<file path="config.mk">
export PLATFORM = sky130hd
export DESIGN_NAME = multdiv_seq
export DESIGN_NICKNAME = d
export VERILOG_FILES = /design/src/rtl/multdiv_seq_pkg.sv /design/src/rtl/multdiv_seq_alu.sv /design/src/rtl/multdiv_seq.sv
export SDC_FILE = /design/constraint.sdc
export NUM_CORES = 1
export LEC_CHECK = 0
export BUFFER_PORTS_ARGS = -buffer_cell sky130_fd_sc_hd__buf_2
export CAP_MARGIN = 20
export CORE_ASPECT_RATIO = 0.8
export CORE_UTILIZATION = 50
export CTS_CLUSTER_DIAMETER = 60
export DETAILED_ROUTE_END_ITERATION = 6
export PLACE_DENSITY = 0.83
export SYNTH_ARGS = -nofsm -noshare
export SYNTH_HDL_FRONTEND = slang
export SYNTH_SLANG_ARGS = --single-unit
</file>
<file path="constraint.sdc">
create_clock -name clock -period 5.3 [get_ports clock]
set_input_delay 0.795 -clock clock [delete_from_list [all_inputs] [get_ports clock]]
set_output_delay 0.795 -clock clock [all_outputs]
set_load 0.03 [all_outputs]
</file>
<file path="src/rtl/multdiv_seq_pkg.sv">
// Shared constants for the multiply/divide sequencer: ALU opcodes, FSM state
// encoding, operation encoding and the default iteration count.
package multdiv_seq_pkg;

  localparam int ITERS_DEFAULT = 32;

  localparam logic [4:0] ALU_ADD = 5'd0;
  localparam logic [4:0] ALU_SUB = 5'd1;
  localparam logic [4:0] ALU_AND = 5'd2;
  localparam logic [4:0] ALU_OR  = 5'd3;
  localparam logic [4:0] ALU_SLL = 5'd4;
  localparam logic [4:0] ALU_SRA = 5'd5;

  typedef enum logic [2:0] {
    S_IDLE  = 3'd0,
    S_ABS_A = 3'd1,
    S_ABS_B = 3'd2,
    S_ITER  = 3'd3,
    S_FIX   = 3'd4,
    S_DONE  = 3'd5
  } state_e;

  typedef enum logic {
    OP_MULT = 1'b0,
    OP_DIV  = 1'b1
  } op_e;

endpackage

</file>
<file path="src/rtl/multdiv_seq_alu.sv">
// The team's 32-bit ALU: add, subtract, and/or, logical left and arithmetic
// right shift, plus equality / signed less-than / signed overflow flags.
module multdiv_seq_alu
  import multdiv_seq_pkg::*;
(
  input  logic [31:0] data_operandA,
  input  logic [31:0] data_operandB,
  input  logic [4:0]  ctrl_ALUopcode,
  input  logic [4:0]  ctrl_shiftamt,
  output logic [31:0] data_result,
  output logic        isNotEqual,
  output logic        isLessThan,
  output logic        overflow
);

  logic [31:0] sum;
  logic [31:0] diff;
  logic        add_ovf;
  logic        sub_ovf;

  assign sum     = data_operandA + data_operandB;
  assign diff    = data_operandA - data_operandB;
  assign add_ovf = (data_operandA[31] == data_operandB[31]) && (sum[31] != data_operandA[31]);
  assign sub_ovf = (data_operandA[31] != data_operandB[31]) && (diff[31] != data_operandA[31]);

  assign isNotEqual = |diff;
  assign isLessThan = diff[31] ^ sub_ovf;

  always_comb begin
    data_result = 32'd0;
    overflow    = 1'b0;
    case (ctrl_ALUopcode)
      ALU_ADD: begin
        data_result = sum;
        overflow    = add_ovf;
      end
      ALU_SUB: begin
        data_result = diff;
        overflow    = sub_ovf;
      end
      ALU_AND: data_result = data_operandA & data_operandB;
      ALU_OR:  data_result = data_operandA | data_operandB;
      ALU_SLL: data_result = data_operandA << ctrl_shiftamt;
      ALU_SRA: data_result = $signed(data_operandA) >>> ctrl_shiftamt;
      default: data_result = 32'd0;
    endcase
  end

endmodule

</file>
<file path="src/rtl/multdiv_seq.sv">
// Sequential signed 32x32 multiply (shift-add) and divide (restoring), one ALU
// add/subtract per cycle. Sign is stripped up front and reapplied in FIX.
module multdiv_seq
  import multdiv_seq_pkg::*;
#(
  parameter int ITERS = ITERS_DEFAULT
) (
  input  logic        clock,
  input  logic        ctrl_reset_n,
  input  logic        ctrl_MULT,
  input  logic        ctrl_DIV,
  input  logic [31:0] data_operandA,
  input  logic [31:0] data_operandB,
  output logic [31:0] data_result,
  output logic        data_exception,
  output logic        data_resultRDY,
  output logic        busy,
  output state_e      debug_state
);

  localparam int CW = $clog2(ITERS);

  // Handshake: a start is accepted only in IDLE; busy stays high from the
  // accepting edge through the single data_resultRDY cycle, and the result
  // and exception registers are stable from that cycle until the next DONE.
  state_e      state;
  op_e         op;
  logic        sign;
  logic [31:0] a_reg;
  logic [31:0] b_reg;
  logic [31:0] hi;
  logic [31:0] lo;
  logic [CW-1:0] count;

  logic [31:0] alu_a;
  logic [31:0] alu_b;
  logic [4:0]  alu_op;
  logic [31:0] alu_res;
  logic        alu_ne;
  logic        alu_lt;
  logic        alu_ovf;
  logic        unused_flags;

  logic [31:0] abs_val;
  logic [31:0] rem_sh;
  logic [31:0] q_sh;
  logic        carry;
  logic        borrow;
  logic        mult_exc;

  assign debug_state  = state;
  assign unused_flags = ^{alu_ne, alu_lt, alu_ovf};

  always_comb begin
    alu_a  = 32'd0;
    alu_b  = 32'd0;
    alu_op = ALU_ADD;
    case (state)
      S_ABS_A: begin
        alu_b  = a_reg;
        alu_op = ALU_SUB;
      end
      S_ABS_B: begin
        alu_b  = b_reg;
        alu_op = ALU_SUB;
      end
      S_ITER: begin
        if (op == OP_MULT) begin
          alu_a  = hi;
          alu_b  = a_reg;
          alu_op = ALU_ADD;
        end else begin
          alu_a  = rem_sh;
          alu_b  = b_reg;
          alu_op = ALU_SUB;
        end
      end
      S_FIX: begin
        alu_b  = lo;
        alu_op = ALU_SUB;
      end
      default: ;
    endcase
  end

  multdiv_seq_alu u_alu (
    .data_operandA  (alu_a),
    .data_operandB  (alu_b),
    .ctrl_ALUopcode (alu_op),
    .ctrl_shiftamt  (5'd0),
    .data_result    (alu_res),
    .isNotEqual     (alu_ne),
    .isLessThan     (alu_lt),
    .overflow       (alu_ovf)
  );

  // Carry/borrow out of the 32-bit ALU are rebuilt from operand and result MSBs.
  assign abs_val  = alu_b[31] ? alu_res : alu_b;
  assign rem_sh   = {hi[30:0], lo[31]};
  assign q_sh     = {lo[30:0], 1'b0};
  assign carry    = (alu_a[31] & alu_b[31]) | ((alu_a[31] | alu_b[31]) & ~alu_res[31]);
  assign borrow   = (~alu_a[31] & alu_b[31]) | (~(alu_a[31] ^ alu_b[31]) & alu_res[31]);
  assign mult_exc = (hi != 32'd0) | (lo[31] & ~(sign & (lo == 32'h8000_0000)));

  always_ff @(posedge clock or negedge ctrl_reset_n) begin
    if (!ctrl_reset_n) begin
      state          <= S_IDLE;
      op             <= OP_MULT;
      sign           <= 1'b0;
      a_reg          <= 32'd0;
      b_reg          <= 32'd0;
      hi             <= 32'd0;
      lo             <= 32'd0;
      count          <= '0;
      data_result    <= 32'd0;
      data_exception <= 1'b0;
      data_resultRDY <= 1'b0;
      busy           <= 1'b0;
    end else begin
      case (state)
        S_IDLE: begin
          if (ctrl_MULT || ctrl_DIV) begin
            op    <= ctrl_MULT ? OP_MULT : OP_DIV;
            a_reg <= data_operandA;
            b_reg <= data_operandB;
            sign  <= data_operandA[31] ^ data_operandB[31];
            busy  <= 1'b1;
            state <= S_ABS_A;
          end
        end
        S_ABS_A: begin
          a_reg <= abs_val;
          if (op == OP_DIV && b_reg == 32'd0) begin
            data_result    <= 32'd0;
            data_exception <= 1'b1;
            data_resultRDY <= 1'b1;
            state          <= S_DONE;
          end else begin
            state <= S_ABS_B;
          end
        end
        S_ABS_B: begin
          b_reg <= abs_val;
          hi    <= 32'd0;
          lo    <= (op == OP_MULT) ? abs_val : a_reg;
          count <= '0;
          state <= S_ITER;
        end
        S_ITER: begin
          if (op == OP_MULT) begin
            if (lo[0]) begin
              hi <= {carry, alu_res[31:1]};
              lo <= {alu_res[0], lo[31:1]};
            end else begin
              hi <= {1'b0, hi[31:1]};
              lo <= {hi[0], lo[31:1]};
            end
          end else begin
            if (!borrow) begin
              hi <= alu_res;
              lo <= q_sh | 32'd1;
            end else begin
              hi <= rem_sh;
              lo <= q_sh;
            end
          end
          if (count == CW'(ITERS - 1)) begin
            count <= '0;
            state <= S_FIX;
          end else begin
            count <= count + 1'b1;
          end
        end
        S_FIX: begin
          data_result    <= sign ? alu_res : lo;
          data_exception <= (op == OP_MULT) ? mult_exc : 1'b0;
          data_resultRDY <= 1'b1;
          state          <= S_DONE;
        end
        S_DONE: begin
          data_resultRDY <= 1'b0;
          busy           <= 1'b0;
          state          <= S_IDLE;
        end
        default: state <= S_IDLE;
      endcase
    end
  end

endmodule

</file>
==> results of run 1 <==
-- worst register-to-register path, stage by stage, from the launching register on --
cell and delay (ps):
dfrtp_4 520, nand2b_2 240, buf_4 180, a32oi_1 320, o221ai_2 210, nor3b_4 290, nand4_4 180, or3_4 430
o31ai_4 270, buf_4 150, nand2_1 60, xnor2_1 150, ha_1 230, a21o_1 190, a21oi_2 120, nor2b_1 50
a311o_1 340, or2_4 280, a211o_1 260, nand3b_1 230, buf_4 170, buf_6 110, mux2i_2 230, o221ai_1 190
-- metal layers --
layer	share of wire, %	wire [um]	track usage [%]	vias up
met3	13	6970	8.81	296
li1	-	-	-	6408
met2	43	23100	59.9	1262
met1	38	20300	52.0	7158
met5	0.019	10	0	-
met4	5.7	3030	18.4	2
-- logic make-up after synthesis --
family	share of synthesized area, %
AOI/OAI and AO/OA	24.3
and+or+nand+nor	17.2
muxes	13.9
DFF	32.5
buffers and inverters	4.69
xor gates and xnor gates	3.74
adders and majority gates	3.62
-- stage by stage --
| step | worst slack (ps) | util, % | cell area, um2 |
|---|---|---|---|
| 2_1_floorplan | 34.6 | - | 13400 |
| 3_3_place_gp | -213 | 60.1 | 15800 |
| 3_5_place_dp | -341 | 60.1 | 15800 |
| 4_1_cts | -44.4 | 63.5 | 16700 |
| 5_1_grt | -438 | 65.8 | 17300 |
| 6_report | -262 | 65.8 | 17300 |
-- worst paths after layout --
kind / slack, ps / cells past startpoint / end
max: -260 / 23 / hi[11]
min: 350 / 1 / a_reg[6]
max reg2reg: -260 / 23 / hi[11]
min reg2reg: 470 / 2 / data_result[12]
max in group asynchronous: 3740 / 2 / hi[8]
min in group clock: 470 / 2 / data_result[12]
-- layout by cell type (no fill, tap or decap), drive strengths merged, types with 29 or more instances in the layout --
master / count
buf: 393
nand2: 198
dfrtp: 173
o21ai: 173
mux2i: 147
nor2: 119
a21oi: 113
a22oi: 53
ha: 37
inv: 32
xnor2: 32
nor2b: 29
-- area by class of cell --
type | count | area [um2] | area share, %
flip-flops and latches | 173 | 4340 | 25.1
clock inverters | 12 | 160 | 0.926
multi-input cells | 1265 | 9010 | 52.1
inverters | 29 | 109 | 0.630
clock buffers | 20 | 437 | 2.53
repair buffers | 393 | 2780 | 16.1
well taps | 357 | 447 | 2.58
-- what timing repair did --
| action | in CTS | in global routing |
|---|---|---|
| pin swaps | 5 | 43 |
| setup endpoints to repair | 51 | 78 |
| resized for setup | 35 | 106 |
| setup buffers | 17 | 18 |
==> results.sh, run 1 <==
export IMPL_end_kind="flip-flop"
export IMPL_cts_hold_buf=0
export IMPL_clk_latency_ps=450
export IMPL_place_hpwl_um=38600
export IMPL_slowest_delay_ps=520
export IMPL_vias_per_cell=6.73
export IMPL_hold_class="in2async"
export IMPL_fp_dieH_um=148
export IMPL_ys_seq_area_share_pct=32.5
export IMPL_routabilityCongestion=1.02
export IMPL_synth_top_area_share_pct=32.5
export IMPL_drt_iter0_drc=2564
export IMPL_finalCritPeriodShare_pct=105
export IMPL_grt_use_total_pct=39.0
export IMPL_start_util_pct=50.8
export IMPL_start_kind="flip-flop"
export IMPL_yosysTopAreaCell="dfrtp_1"
export IMPL_fin_tns_setup_ps=-3780
export IMPL_nFillCells=2075
export IMPL_path_cells="nand2b_2, buf_4, a32oi_1, o221ai_2, nor3b_4, nand4_4, or3_4, o31ai_4, buf_4, nand2_1, xnor2_1, ha_1, a21o_1, a21oi_2, nor2b_1, a311o_1, or2_4, a211o_1, nand3b_1, buf_4, buf_6, mux2i_2, o221ai_1"
export IMPL_synth_area_um2=13300
export IMPL_worst_slack_ps=-262
export IMPL_hold_worst_slack_ps=349
export IMPL_crit_fanout=6
export IMPL_crit_start="op"
export IMPL_drive_above_1_share_pct=30.0
export IMPL_grt_max_degree=77
export IMPL_syn_inst=1583
export IMPL_synthArstFlopShare_pct=100
export IMPL_max_cap_violations=0
export IMPL_nNetsFinal=1985
export IMPL_first_global_vias=14400
export IMPL_criticalPathCategory="reg2reg"
export IMPL_row_count=53
export IMPL_syn_mean_instance_area_um2=8.42
export IMPL_max_freq_ghz=0.180
export IMPL_crit_family="compound AO/OA/AOI/OAI gates"
export IMPL_relSlewSlack_pct=18.1
export IMPL_wire_per_inst_um=23.8
export IMPL_synth_most_common_cell="nand2_1"
export IMPL_required_ps=5560
export IMPL_ys_top_cells_by_count="198 x nand2_1, 173 x dfrtp_1, 156 x o21ai_0"
export IMPL_cts_buffer_depth=2
export IMPL_num_io_pins=106
export IMPL_dp_cells=2183
export IMPL_ys_types=81
export IMPL_drv_slew=0
export IMPL_grt_pass1_wl_um=81500
export IMPL_via_count=15100
export IMPL_critPathBufInv=4
export IMPL_clk_pin_slew_ps=70
export IMPL_grt_overflow=0
export IMPL_dr_pass1_iters=7
export IMPL_cts_inserted_buffers=17
export IMPL_dieArea_um2=27300
export IMPL_worstMarginPinSlew_ps=1230
export IMPL_dieWidth_um=185
export IMPL_core_area_um2=26300
export IMPL_setup_viol=30
export IMPL_area_delta_synth_final_pct=29.7
export IMPL_grt_antenna_before_repair=2
export IMPL_finalWirelength_um=53500
export IMPL_final_cells=2249
export IMPL_cp_data_arrival_time_ps=5830
export IMPL_antenna_left=0
export IMPL_fin_skew_ps=15.4
export IMPL_syn_num_nets=1689
export IMPL_finalHoldViolations=0
export IMPL_drc=58
export IMPL_cp_common_cell="buf_4"
export IMPL_rsz0062_at_grt="yes"
export IMPL_reg2reg_from="op"
export IMPL_synth_seq_cells=173
export IMPL_fin_crit_ps=5560
export IMPL_yosys_warnings=0
export IMPL_insertedDiodeCount=0
export IMPL_synthTopCellsByArea="dfrtp_1 32%, mux2i_1 11%, o21ai_0 5.9%"
export IMPL_synthFlopType="dfrtp_1"
export IMPL_cts_root_buf="clkbuf_16"
export IMPL_status="finished with violations"
export IMPL_h_tree_depth=4
export IMPL_crit_slowest_cell="dfrtp_4"
export IMPL_tritoncts="yes"
export IMPL_cts_sinks=173
export IMPL_violations="DRC, setup timing"
export IMPL_port_buffers=105
export IMPL_synth_edf_count=0
Power of run 1 is left out: the tool's default activity adds up to more than one toggle a clock period on the data nets, which glitch-free logic cannot reach.
==> run 2: changes to the inputs <==
Settings changed: MAX_ROUTING_LAYER set to met4, PLACE_DENSITY 0.83 to 0.8.
Clock period 5.3 ns to 6.5 ns, I/O delays scaled along.
==> run 2 against run 1 <==
Compared with the run above:
- the run now ends clean
- core utilization decreased by 8.8 points
- worst hold slack improved by 130 ps
- sequential cell count unchanged
==> results.sh, run 2 (synthesis results as in run 1) <==
export IMPL_drv_slew=0
export IMPL_grt_use_total_pct=37.3
export IMPL_area_delta_synth_final_pct=12.3
export IMPL_drt_iter0_drc=1789
export IMPL_grt_overflow=0
export IMPL_relSlewSlack_pct=24.5
export IMPL_cts_inserted_buffers=17
export IMPL_criticalPathCategory="reg2reg"
export IMPL_routabilityCongestion=1.02
export IMPL_num_io_pins=106
export IMPL_tritoncts="yes"
export IMPL_grt_antenna_before_repair=1
export IMPL_fin_tns_setup_ps=0
export IMPL_place_hpwl_um=35400
export IMPL_rr_worst_depth=19
export IMPL_core_area_um2=26300
export IMPL_row_count=53
export IMPL_drive_above_1_share_pct=15.7
export IMPL_cts_sinks=173
export IMPL_final_common_cell="nand2_1"
export IMPL_required_ps=6780
export IMPL_dr_pass1_iters=6
export IMPL_clk_latency_ps=450
export IMPL_h_tree_depth=4
export IMPL_grt_max_degree=66
export IMPL_worstMarginPinSlew_ps=1130
export IMPL_fp_dieH_um=148
export IMPL_hold_class="in2async"
export IMPL_dp_worst_setup_slack_ps=265
export IMPL_setup_viol=0
export IMPL_finalCritPeriodShare_pct=95.4
export IMPL_fin_skew_ps=15.9
export IMPL_drc=0
export IMPL_final_cells=2026
export IMPL_dieArea_um2=27300
export IMPL_start_util_pct=50.8
export IMPL_fin_crit_ps=6200
export IMPL_cts_root_buf="clkbuf_16"
export IMPL_dp_cells=1991
export IMPL_cts_buffer_depth=2
export IMPL_dieWidth_um=185
export IMPL_port_buffers=105
export IMPL_max_cap_violations=0
export IMPL_end_kind="flip-flop"
export IMPL_vias_per_cell=6.64
export IMPL_max_freq_ghz=0.161
export IMPL_cp_data_arrival_time_ps=6480
export IMPL_start_kind="flip-flop"
export IMPL_layout_common_cells="198 x nand2_1, 170 x dfrtp_1, 154 x o21ai_0"
export IMPL_nNetsFinal=1762
export IMPL_wire_per_inst_um=24.0
export IMPL_finalHoldViolations=0
export IMPL_grt_pass1_wl_um=75100
export IMPL_status="completed"
export IMPL_cts_hold_buf=0
export IMPL_clk_pin_slew_ps=80
export IMPL_finalWirelength_um=48600
export IMPL_antenna_left=0
export IMPL_rsz0062_at_grt="no"
export IMPL_via_count=13500
export IMPL_crit_fanout=34
export IMPL_first_global_vias=12600
export IMPL_nFillCells=2439
export IMPL_worst_slack_ps=302
## run 2: cell types whose count changed in the layout (fill, tap and decap cells not counted), moves of 12 or more
cell,before,now
a21oi_1,94,111
a21oi_2,14,1
buf_4,273,64
buf_6,13,1
o21ai_0,142,154
## run 2: metal layers
| layer | GRT usage, % | share of wire (%) | up-vias |
|---|---|---|---|
| li1 | - | - | 5977 |
| met3 | 6.71 | 10 | 146 |
| met5 | - | 0 | - |
| met4 | 14.8 | 4.1 | 0 |
| met1 | 51.4 | 42 | 6446 |
| met2 | 54.1 | 43 | 888 |
## run 2: area by class of cell
type | instances | area [um2] | area share [%]
antenna | 1 | 2.50 | 0.0167
tap | 357 | 447 | 2.98
timing repair buffer | 170 | 1030 | 6.90
clock buffer | 18 | 439 | 2.93
clock inverter | 13 | 143 | 0.953
multi-input combinational | 1265 | 8460 | 56.5
sequential | 173 | 4340 | 29.0
inverter | 29 | 109 | 0.727
## run 2: timing repair
item,4_1_cts,5_1_grt
setup endpoints to repair,0,52
buffers inserted,0,3
resized for setup,0,11
## run 2: worst max-delay path: stages (launching register included)
cell and delay, ps:
dfrtp_2 530, buf_4 390, and2b_1 330, a221o_1 450
nor3b_2 320, nand4_2 310, or3_1 490, o31ai_1 380
xor2_1 160, ha_1 280, a21o_1 190, a21o_1 170
a21o_1 180, a311o_1 320, or2_2 340, a211o_1 320
nand3b_1 180, buf_12 270, mux2i_1 230, o221ai_1 140
## run 2: worst paths after layout
kind | from | end | slack (ps)
worst max-delay path | debug_state[2] | hi[17] | 300
worst min-delay path | ctrl_reset_n | b_reg[6] | 480
worst max register to register | debug_state[2] | hi[17] | 300
worst min register to register | data_result[5] | data_result[5] | 480
max in group asynchronous | ctrl_reset_n | data_result[29] | 4730
min in group clock | data_result[5] | data_result[5] | 480
## run 2: stage by stage
stage                     hold slack, ps  cell area (um2)  utilization (%)
after floorplan                      445            13300                -
after global placement               458            14300             54.5
after detailed placement             466            14300             54.5
after CTS                            482            14900             56.7
after global routing                 503            15000             57.0
final                                479            15000             57.0
Power of run 2 is left out for the same reason.
